**src/rtl/pulse_period_meter.sv**
```systemverilog
// Measures clk-cycle spacing of pulse_in rising edges with min/max/count stats and tick-loss timeout.
// Latency edge->period_valid: 1 cycle (SYNC_EN=0) or 3 cycles (SYNC_EN=1); no backpressure, strobe is fire-and-forget.
module pulse_period_meter #(
    parameter int unsigned  W       = 24,
    parameter logic [W-1:0] TIMEOUT = 24'd4000000,
    parameter bit           SYNC_EN = 1'b1,
    parameter int unsigned  CW      = 16
) (
    input  logic          clk,
    input  logic          reset_n,
    input  logic          clear,
    input  logic          pulse_in,
    output logic [W-1:0]  period,
    output logic          period_valid,
    output logic          timeout,
    output logic [W-1:0]  min_period,
    output logic [W-1:0]  max_period,
    output logic [CW-1:0] pulse_count
);

    typedef enum logic [1:0] {S_IDLE, S_MEASURE, S_TIMEOUT} state_t;

    state_t         state;
    state_t         state_nxt;
    logic           s;
    logic           s_d;
    logic           rise;
    logic           meas_done;
    logic [W-1:0]   count;

    if (SYNC_EN) begin : g_sync
        logic [1:0] sync_q;
        always_ff @(posedge clk) begin
            if (!reset_n) sync_q <= 2'b00;
            else          sync_q <= {sync_q[0], pulse_in};
        end
        assign s = sync_q[1];
    end else begin : g_nosync
        assign s = pulse_in;
    end

    // s_d follows s through clear so a level held across clear cannot fake an edge
    always_ff @(posedge clk) begin
        if (!reset_n) s_d <= 1'b0;
        else          s_d <= s;
    end

    assign rise = s & ~s_d;

    always_ff @(posedge clk) begin
        if (!reset_n)   state <= S_IDLE;
        else if (clear) state <= S_IDLE;
        else            state <= state_nxt;
    end

    always_comb begin
        state_nxt = state;
        case (state)
            S_IDLE:    if (rise) state_nxt = S_MEASURE;
            S_MEASURE: if (!rise && count == TIMEOUT) state_nxt = S_TIMEOUT;
            S_TIMEOUT: if (rise) state_nxt = S_MEASURE;
            default:   state_nxt = S_IDLE;
        endcase
    end

    always_comb begin
        timeout   = (state == S_TIMEOUT);
        meas_done = (state == S_MEASURE) && rise;
    end

    // An edge always restarts the interval; only an edge seen while measuring closes one
    always_ff @(posedge clk) begin
        if (!reset_n || clear) begin
            count        <= '0;
            period       <= '0;
            period_valid <= 1'b0;
            min_period   <= '1;
            max_period   <= '0;
            pulse_count  <= '0;
        end else begin
            period_valid <= meas_done;
            if (rise)
                count <= W'(1);
            else if (state == S_MEASURE && count != TIMEOUT)
                count <= count + W'(1);
            if (meas_done) begin
                period <= count;
                if (count < min_period) min_period <= count;
                if (count > max_period) max_period <= count;
                if (pulse_count != '1)  pulse_count <= pulse_count + CW'(1);
            end
        end
    end

endmodule
```
**config.mk**
```make
export PLATFORM = sky130hd
export DESIGN_NAME = pulse_period_meter
export DESIGN_NICKNAME = d
export VERILOG_FILES = /design/src/rtl/pulse_period_meter.sv
export SDC_FILE = /design/constraint.sdc
export NUM_CORES = 1
export LEC_CHECK = 0
export ABC_AREA = 1
export ABC_CLOCK_PERIOD_IN_PS = 1750
export CORE_MARGIN = 3
export CORE_UTILIZATION = 30
export CTS_BUF_LIST = sky130_fd_sc_hd__clkbuf_4 sky130_fd_sc_hd__clkbuf_8 sky130_fd_sc_hd__clkbuf_16
export DETAILED_ROUTE_END_ITERATION = 7
export DONT_BUFFER_PORTS = 1
export HOLD_SLACK_MARGIN = 0.02
export PLACE_DENSITY = 0.47
export SLEW_MARGIN = 10
export SYNTH_ARGS = -nofsm -noshare
export SYNTH_HDL_FRONTEND = slang
export SYNTH_SLANG_ARGS = --single-unit
```
**constraint.sdc**
```tcl
create_clock -name clk -period 1.75 [get_ports clk]
set_input_delay 0.35 -clock clk [delete_from_list [all_inputs] [get_ports clk]]
set_output_delay 0.35 -clock clk [all_outputs]
set_load 0.005 [all_outputs]
```
Word level (Yosys, flattened, before mapping)
Index checks and enable logic that the tools add are counted.
{ "word_totals": {"regBits": 118, "in_bits": 4, "output_inout_bits": 90, "elab_cells": 44} }
{ "classes": {"add_sub_neg": 2, "order_cmp": 2, "n_eq_ne": 7, "muxes": 5, "n_bitwise": 3, "reduce_logical": 15} }
{ "op_table": {"columns": ["operator", "n"], "rows": [
  ["24-bit by 1-bit adder with 24-bit output (second input constant)", 1],
  ["24-bit by 22-bit equality test with 1-bit output (second input constant)", 1],
  ["24-bit > comparator", 1],
  ["24-bit less-than comparator", 1],
  ["24-bit by 22-bit != test with 1-bit output (second input constant)", 1],
  ["16-bit by 1-bit adder with 16-bit output (second input constant)", 1],
  ["16-bit != test (second input constant)", 1],
  ["2-bit AND reduction", 4],
  ["2-bit OR reduction", 3],
  ["2-bit two-way mux", 2],
  ["2-bit one-hot mux with 2 select lines", 1],
  ["1-bit logical AND", 3],
  ["2-bit by 1-bit equality test with 1-bit output (second input constant)", 1],
  ["2-bit equality test (second input constant)", 1],
  ["1-bit zero test", 2],
  ["2-bit zero test", 1],
  ["1-bit two-way mux", 2],
  ["2-bit by 1-bit != test with 1-bit output (second input constant)", 1],
  ["2-bit != test (second input constant)", 1],
  ["1-bit NOT", 2],
  ["2-bit nonzero test", 1],
  ["1-bit AND", 1],
  ["1-bit logical OR", 1]
]} }

Longest topological paths before layout
Gate-level depths: netlist of the first run.
{ "depth": {"depth_word": 6, "mapped_depth": 15, "depth_no_buf": 14} }

Least setup slack after synthesis of the first run
Ideal clock, no wire load.
{ "synth_timing": {"path_type": "register -> register", "start": "reg min_period[23]", "end": "reg min_period[18]", "setup_ns": 0.130, "t_arrival_ns": 1.677, "t_required_ns": 1.620, "setup_slack_ns": -0.057, "stages_incl_launch_ff": 12, "path_buffers": 1, "synth_period_minus_slack_ns": 1.807, "path_cell_list": "dfxtp_1 > inv_1 > ha_1 > nand2_1 > nor2_1 > and2_1 > nand2_1 > nor2_1 > nor2_8 > buf_6 > nand3_1 > nand3_1"} }
{ "synth_between": {"elab_chain_cells": 2} }
{ "synth_lines": {"columns": ["element", "line", "rtl"], "rows": [
  ["start, declared", "16", "output logic [W-1:0] min_period,"],
  ["start signal, assigned", "88", "if (count < min_period) min_period <= count;"],
  ["24-bit less-than comparator", "88", null],
  ["2-bit AND reduction (no source line)", null, null]
]} }
No other way between the ends.
A chain may end at the register's enable or synchronous reset.

Worst setup path after layout of the first run
{ "layout_timing": {"start": "reg max_period[14]", "end": "reg max_period[13]"} }
{ "layout_between": {"elab_chain_cells": 2} }
{ "layout_lines": {"columns": ["element", "line", "rtl"], "rows": [
  ["start, declared", "17", "output logic [W-1:0] max_period,"],
  ["start signal, assigned", "89", "if (count > max_period) max_period <= count;"],
  ["24-bit > comparator", "89", null],
  ["2-bit AND reduction (no source line)", null, null]
]} }
No other way between the ends.

==> impl_metrics.json, run 1 <==
{
  "outcome": "complete, but fails checks",
  "violations_in_the_final_reports": "negative setup slack",
  "hold_class": "in2reg",
  "vias_in_the_first_global_route": 6521,
  "cp-startpoint": "max_period[14]",
  "clock_latency_ns": 0.43,
  "slowest_delay_ns": 0.34,
  "synth_fp_nets": 995,
  "area_growth_pct": 58.28,
  "synth_warn": 0,
  "wirelength_um": 23810,
  "capturing_instance_or_port_of_the_critical_path": "max_period[13]",
  "critical_path_required_ns": 2.06,
  "setup.reg_to_reg.worst_slack_ns": -0.14,
  "postRouteAntennaNets": 0,
  "clock_sinks": 118,
  "final_hold_viol_count": 0,
  "layout.core_utilization_pct": 48.67,
  "layout_min_cycle_time_ns": 1.893,
  "unique_cell_type_count_in_the_yosys_netlist": 32,
  "port_buffers": 0,
  "tritoncts.num_buffers": 17,
  "worst-slew-pin-transition_ns": 0.4953,
  "drv_cap": 0,
  "crit_chain": "inv_2 -> ha_4 -> nand2_4 -> nor2_4 -> nand4_1 -> nor2_2 -> buf_4 -> nand2_4 -> nand3_4 -> buf_6 -> buf_16 -> nand3_1 -> nand2_1 -> nor2_1",
  "rr_worst_depth": 14,
  "cts_root_buffer": "sky130_fd_sc_hd__clkbuf_16",
  "nNetsFinal": 1150,
  "design_power_total_mw": 6.829,
  "dr_total_vias": 6680,
  "number_of_standard_cells_in_the_layout_taps_in_and_fillers_out": 1384,
  "grt_first_pass_wirelength_um": 36980,
  "power.leakage_nw": 4.259,
  "last_weighted_congestion_value_of_the_routability_driven_placer": 0.9195,
  "timing.critical_path.slowest_stage_cell": "sky130_fd_sc_hd__dfxtp_2",
  "cts_tree": "built",
  "clk_pin_slew_worst_paths_ns": 0.06,
  "drive_above_1_share_pct": 42.92,
  "seq_area_frac_synth_pct": 36.31,
  "place.detailed.instances": 1311,
  "worstSetupEndpointType": "register",
  "setup_viol": 49,
  "detailedPlacementHpwl_um": 16040,
  "fin_crit_sh_pct": 108.2,
  "arrival_time_at_the_worst_endpoint_ns": 2.21,
  "timing_max_transition_violations_final": 0,
  "routed_wire_length_per_instance_um": 17.21,
  "setup_tns_after_final_layout_ns": -3.534,
  "route.detailed.drc": 0,
  "grtUsageTotal_pct": 19.85,
  "floorplan.io_pins": 94,
  "synth-seq-cells": 118,
  "final_critical_path_setup_slack_ns": -0.1434,
  "die_h_um": 153.3,
  "path_max_fanout": 5,
  "r2r_end": "max_period[13]",
  "fmaxAchievable_mhz": 528.2,
  "ir_worst_vdd_uv": 599.9,
  "std_cell_rows": 53,
  "floorplan.core_area_um2": 21150,
  "worst_slew_margin_pct": 66.98,
  "htree_levels": 4,
  "drt_pre_antenna_iters": 5,
  "ctsLongestPathBuffers": 2,
  "clock-skew-final_ns": 0.01288,
  "timing.critical_path.mode_cell": "sky130_fd_sc_hd__nand2_4",
  "power_density_nw_per_um2": 663.3,
  "postSynthCellCount": 941,
  "grt_setup_unrepaired": "true",
  "setup.worst_path.class": "reg2reg",
  "syn_area_um2": 6505,
  "initial_core_util_pct": 30.75,
  "num_antenna_cells": 0,
  "die_width_um": 153.3,
  "drt_iter0_markers": 316,
  "drt-vias-per-instance": 4.827,
  "antenna_found_initial": 0,
  "syn_area_per_cell_um2": 6.913,
  "gr-total-overflow": 0,
  "worst_setup_path_start_kind": "register",
  "die-area_um2": 23490,
  "final.hold.worst_slack_ns": 0.2186,
  "reg_to_reg_critical_path_startpoint": "max_period[14]",
  "grt_max_degree": 49
}
what timing repair did:
| action | 4_1_cts | 5_1_grt |
|---|---|---|
| hold buffers | 2 | 0 |
| endpoints found under the setup margin | 67 | 80 |
| hold endpoints to repair | 3 | 0 |
| gates cloned | 9 | 2 |
| gates resized for setup | 176 | 166 |
| pin swaps | 50 | 57 |
| buffers inserted | 13 | 19 |
metal layers:
layer	up-vias	track usage, %	routed length, um
met3	25	5.210	1275
li1	3387	-	-
met5	-	0	0
met2	156	31.60	11230
met4	0	5.176	371
met1	3112	26.80	10940
placed cells by master (no fill, tap or decap), drive strengths merged:
master,count
ha,50
a21boi,1
a21o,3
nor3,13
nand3,100
xor2,14
a21oi,101
buf,172
nor3b,3
o21a,2
clkbuf,20
inv,117
xnor2,3
nand2,229
clkinvlp,2
o21ai,38
bufinv,5
o211ai,2
a31oi,2
and3,2
dlygate4sd3,2
o21bai,3
nor2,88
and2,1
clkinv,5
dfxtp,118
nand4,13
registers in the layout, summed over array words and instances (netlist names):
name and count:
min_period 24, g_sync.sync_q 2, period_valid 1, period 24, pulse_count 16, count 24, max_period 24, state 2
s_d 1
cells in the mapped netlist, drive strengths merged:
master  instances  area (um^2)
ha             50        625.6
o21a            2        15.01
buf            20        127.6
nand4          13        81.33
and2            1        6.260
nor2           88        361.6
a21boi          1        7.510
o21ai          38        190.2
xnor2           3        26.28
o21bai          3        22.52
a21oi         101        505.5
nand2         227        869.6
o211ai          2        15.01
clkbuf         22        82.58
nor3           13        76.33
dfxtp         118         2362
and3            2        12.51
nand3         100        505.5
inv           115        431.7
nor3b           3        22.52
a31oi           2        12.51
xor2           14        122.6
a21o            3        22.52
metrics by stage:
step | setup slack [ns] | area, um^2
after floorplan | 0.0005158 | 6538
after global placement | -0.1974 | 7790
after detailed placement | -0.2067 | 7790
after CTS | -0.1255 | 9510
after global routing | -0.2529 | 10300
final | -0.1434 | 10300
area by class of cell:
cell class / instances / area [um^2]
Timing Repair Buffer: 176 / 1713
Clock inverter: 14 / 224.0
Multi-Input combinational cell: 668 / 4679
Inverter: 115 / 445.4
Clock buffer: 18 / 432.9
Sequential cell: 118 / 2457
Fill cell: 2005 / 10860
Tap cell: 275 / 344.1
worst min-delay path by stage:
stage	endpoint	cells after the start	slack, ns	from
floorplan	g_sync.sync_q[1]	2	0.39	g_sync.sync_q[0]
global placement	g_sync.sync_q[1]	2	0.39	g_sync.sync_q[0]
detailed placement	g_sync.sync_q[1]	2	0.40	g_sync.sync_q[0]
CTS	count[2]	5	0.22	clear
global route	count[2]	5	0.25	clear
finish	count[2]	5	0.22	clear
critical path, delay by kind of cell, from the launching register on:
family	cells	cell delay, ns
adders and majority gates	1	0.26
buffers and inverters	4	0.42
DFF	1	0.34
and+or+nand+nor	9	0.78
kinds of logic after synthesis:
kind of cell | count (synthesis) | synth area share (%)
buffers and inverters | 157 | 9.867
adders and majority gates | 50 | 9.617
xor gates and xnor gates | 17 | 2.289
and+or+nand+nor | 447 | 29.76
DFF | 118 | 36.31
AOI/OAI and AO/OA | 152 | 12.16
power by group:
part,switching [mW],leakage (nW),internal [mW]
Clock,1.40,0.319,2.56
Combinational,0.119,2.97,0.0723
Sequential,0.00477,0.973,2.67
Total,1.52,4.26,5.31
Power figures use the tool's default switching activity.
==> inputs of run 2 (changes only) <==
--- a/config.mk
+++ b/config.mk
@@ -14,7 +14,7 @@
 export DONT_BUFFER_PORTS = 1
 export HOLD_SLACK_MARGIN = 0.02
 export PLACE_DENSITY = 0.47
-export SLEW_MARGIN = 10
+export SLEW_MARGIN = 20
 export SYNTH_ARGS = -nofsm -noshare
 export SYNTH_HDL_FRONTEND = slang
 export SYNTH_SLANG_ARGS = --single-unit
==> results of run 2 <==
The final DEF is identical to that of run 1; final timing and power are the same.
==> inputs of run 3 (changes only) <==
--- a/config.mk
+++ b/config.mk
@@ -8,12 +8,13 @@
 export ABC_AREA = 1
 export ABC_CLOCK_PERIOD_IN_PS = 1750
 export CORE_MARGIN = 3
-export CORE_UTILIZATION = 30
+export CORE_UTILIZATION = 58
 export CTS_BUF_LIST = sky130_fd_sc_hd__clkbuf_4 sky130_fd_sc_hd__clkbuf_8 sky130_fd_sc_hd__clkbuf_16
 export DETAILED_ROUTE_END_ITERATION = 7
 export DONT_BUFFER_PORTS = 1
+export GPL_TIMING_DRIVEN = 0
 export HOLD_SLACK_MARGIN = 0.02
-export PLACE_DENSITY = 0.47
+export PLACE_DENSITY = 0.78
 export SLEW_MARGIN = 20
 export SYNTH_ARGS = -nofsm -noshare
 export SYNTH_HDL_FRONTEND = slang
==> run 3 against run 2 <==
  * The run still ends with negative setup slack left
  * Count of clock-buffer cells in the layout is 3 higher
  * Critical path depth decreased by 2
  * Cell count down 17%
  * Sequential power hardly changed
  * Clock power is 12% lower
  * Critical path type unchanged
  * Highest routed layer unchanged
==> impl_metrics.json, run 3 (same netlist as run 1, synthesis figures left out) <==
{
  "arrival_time_at_the_worst_endpoint_ns": 2.60,
  "r2r_end": "max_period[20]",
  "hold_class": "in2reg",
  "most_common_library_cell_in_the_layout_ignoring_fill_and_taps": "sky130_fd_sc_hd__nand2_1",
  "grtUsageTotal_pct": 31.49,
  "number_of_fillers_in_the_final_layout": 690,
  "port_buffers": 0,
  "power.leakage_nw": 3.685,
  "setup_tns_after_final_layout_ns": -16.39,
  "final_hold_viol_count": 0,
  "wirelength_um": 21800,
  "route.detailed.drc": 0,
  "die_width_um": 111.9,
  "cp-startpoint": "max_period[12]",
  "switching_power_mw": 1.364,
  "slowest_delay_ns": 0.38,
  "violations_in_the_final_reports": "negative setup slack",
  "die-area_um2": 12520,
  "nNetsFinal": 1057,
  "area_growth_pct": 32.03,
  "cp_num_cells": 12,
  "leading_cell_types_in_the_layout_fill_and_taps_excluded": "sky130_fd_sc_hd__nand2_1 (201), sky130_fd_sc_hd__inv_1 (93), sky130_fd_sc_hd__nand3_1 (82), sky130_fd_sc_hd__nor2_1 (79), sky130_fd_sc_hd__a21oi_1 (74)",
  "number_of_standard_cells_in_the_layout_taps_in_and_fillers_out": 1155,
  "htree_levels": 4,
  "clock-skew-final_ns": 0.01071,
  "clockPowerShare_pct": 54.9,
  "power_density_nw_per_um2": 735.1,
  "clk_pin_slew_worst_paths_ns": 0.06,
  "cts_root_buffer": "sky130_fd_sc_hd__clkbuf_8",
  "worst-slew-pin-transition_ns": 0.7175,
  "outcome": "complete, but fails checks",
  "drt-vias-per-instance": 5.981,
  "grt_setup_unrepaired": "true",
  "fin_crit_sh_pct": 124.4,
  "floorplan.io_pins": 94,
  "tritoncts.num_buffers": 17,
  "critical_path_required_ns": 2.18,
  "floorplan.core_area_um2": 10890,
  "drive_above_1_share_pct": 27.88,
  "detailedPlacementHpwl_um": 12970,
  "rr_worst_depth": 12,
  "critPathTopFamily": "simple AND/OR/NAND/NOR gates",
  "clock_latency_ns": 0.54,
  "antenna_found_initial": 0,
  "design_power_total_mw": 6.313,
  "gr-total-overflow": 0,
  "place.detailed.instances": 1081,
  "ctsLongestPathBuffers": 2,
  "routed_wire_length_per_instance_um": 18.87,
  "reg_to_reg_critical_path_startpoint": "max_period[12]",
  "cts_tree": "built",
  "drt_pre_antenna_iters": 6,
  "initial_core_util_pct": 59.74,
  "grt_first_pass_wirelength_um": 31600,
  "drt_iter0_markers": 646,
  "ir_worst_vdd_uv": 657.5,
  "timing.critical_path.mode_cell": "sky130_fd_sc_hd__nor2_4",
  "num_antenna_cells": 0,
  "combPwrFrac_pct": 2.8,
  "setup.worst_path.class": "reg2reg",
  "final_critical_path_setup_slack_ns": -0.4271,
  "path_max_fanout": 8,
  "postRouteAntennaNets": 0,
  "last_weighted_congestion_value_of_the_routability_driven_placer": 1.023,
  "dr_total_vias": 6908,
  "preCtsSetupSlack_ns": -0.3813,
  "drv_cap": 0,
  "setup.reg_to_reg.worst_slack_ns": -0.43,
  "die_h_um": 111.9,
  "timing_max_transition_violations_final": 0,
  "p_seq_share_pct": 42.3,
  "layout_min_cycle_time_ns": 2.177,
  "setup_viol": 74,
  "clock_sinks": 118,
  "grt_max_degree": 17,
  "critical_path_buf_inv_count": 4,
  "worst_setup_path_start_kind": "register",
  "power.share.switching_pct": 21.61,
  "worst_slew_margin_pct": 52.17,
  "fmaxAchievable_mhz": 459.3,
  "crit_chain": "inv_2 -> ha_1 -> nand2_2 -> nor2_4 -> nand4_1 -> nor2_4 -> buf_6 -> a21oi_4 -> buf_12 -> clkbuf_16 -> a21oi_2 -> nor2_1",
  "power_report.internal_total_mw": 4.949,
  "vias_in_the_first_global_route": 6393,
  "worstSetupEndpointType": "register",
  "std_cell_rows": 38,
  "timing.critical_path.slowest_stage_cell": "sky130_fd_sc_hd__dfxtp_4",
  "capturing_instance_or_port_of_the_critical_path": "max_period[20]"
}
[run 3: cell count changes in the layout (fill, tap and decap cells not counted), sizes merged]
cell and change:
buf -113, clkbuf +25, inv -3, bufinv -2, nand2 -2, clkinvlp +1
[run 3: power by group through the flow]
stage          Sequential (mW)  Combinational, mW  Clock, mW
6_report                  2.67              0.178       3.47
5_1_grt                   2.67              0.190       3.60
4_1_cts                   2.68              0.148       3.47
3_5_place_dp              2.76              0.125          0
3_3_place_gp              2.76              0.123          0
2_1_floorplan             2.76             0.0889          0
[run 3: tightest hold or removal path: cells and delay by family]
family | cells | cell delay, ns
buffers and inverters | 1 | 0.07
AND/OR/NAND/NOR | 4 | 0.23
[run 3: what timing repair did]
action                                 CTS  global route
endpoints found under the hold margin    3             0
cloned                                   5             2
pin swaps                               42            37
setup endpoints to repair               77           103
hold buffers                             2             0
resized for setup                      192            89
setup buffers                           16            18
[run 3: metal layers]
metal | up-vias | wire length (um) | GRT usage, %
met4 | 0 | 1025 | 14.44
met5 | - | 0 | 0
met2 | 477 | 10200 | 51.16
met3 | 102 | 2258 | 9.402
li1 | 3203 | - | -
met1 | 3126 | 8316 | 38.45
[run 3: worst min path at each step]
stage / startpoint / end / slack [ns] / depth (start not counted)
floorplan: g_sync.sync_q[0] / g_sync.sync_q[1] / 0.39 / 2
global placement: g_sync.sync_q[0] / g_sync.sync_q[1] / 0.41 / 2
global route: clear / count[2] / 0.18 / 5
detailed placement: g_sync.sync_q[1] / s_d / 0.42 / 2
finish: clear / count[2] / 0.15 / 5
CTS: clear / count[2] / 0.1 / 5
[run 3: final cells by class]
cell class / instances / area, um^2 / share of cell area, %
flip-flops and latches: 118 / 2494 / 29.04
inverters: 115 / 440.4 / 5.128
plain buffers: 42 / 377.9 / 4.400
well taps: 140 / 175.2 / 2.040
clock inverters: 10 / 130.1 / 1.515
clock buffers: 21 / 450.4 / 5.245
multi-input cells: 666 / 4063 / 47.30
repair buffers: 43 / 457.9 / 5.332
[run 3: per-stage QoR]
step	hold WS, ns	area [um^2]	utilization [%]
2_1_floorplan	0.3900	6538	-
3_3_place_gp	0.4088	6713	61.65
3_5_place_dp	0.4201	6713	61.65
4_1_cts	0.09850	8117	74.55
5_1_grt	0.1769	8588	78.88
6_report	0.1498	8588	78.88
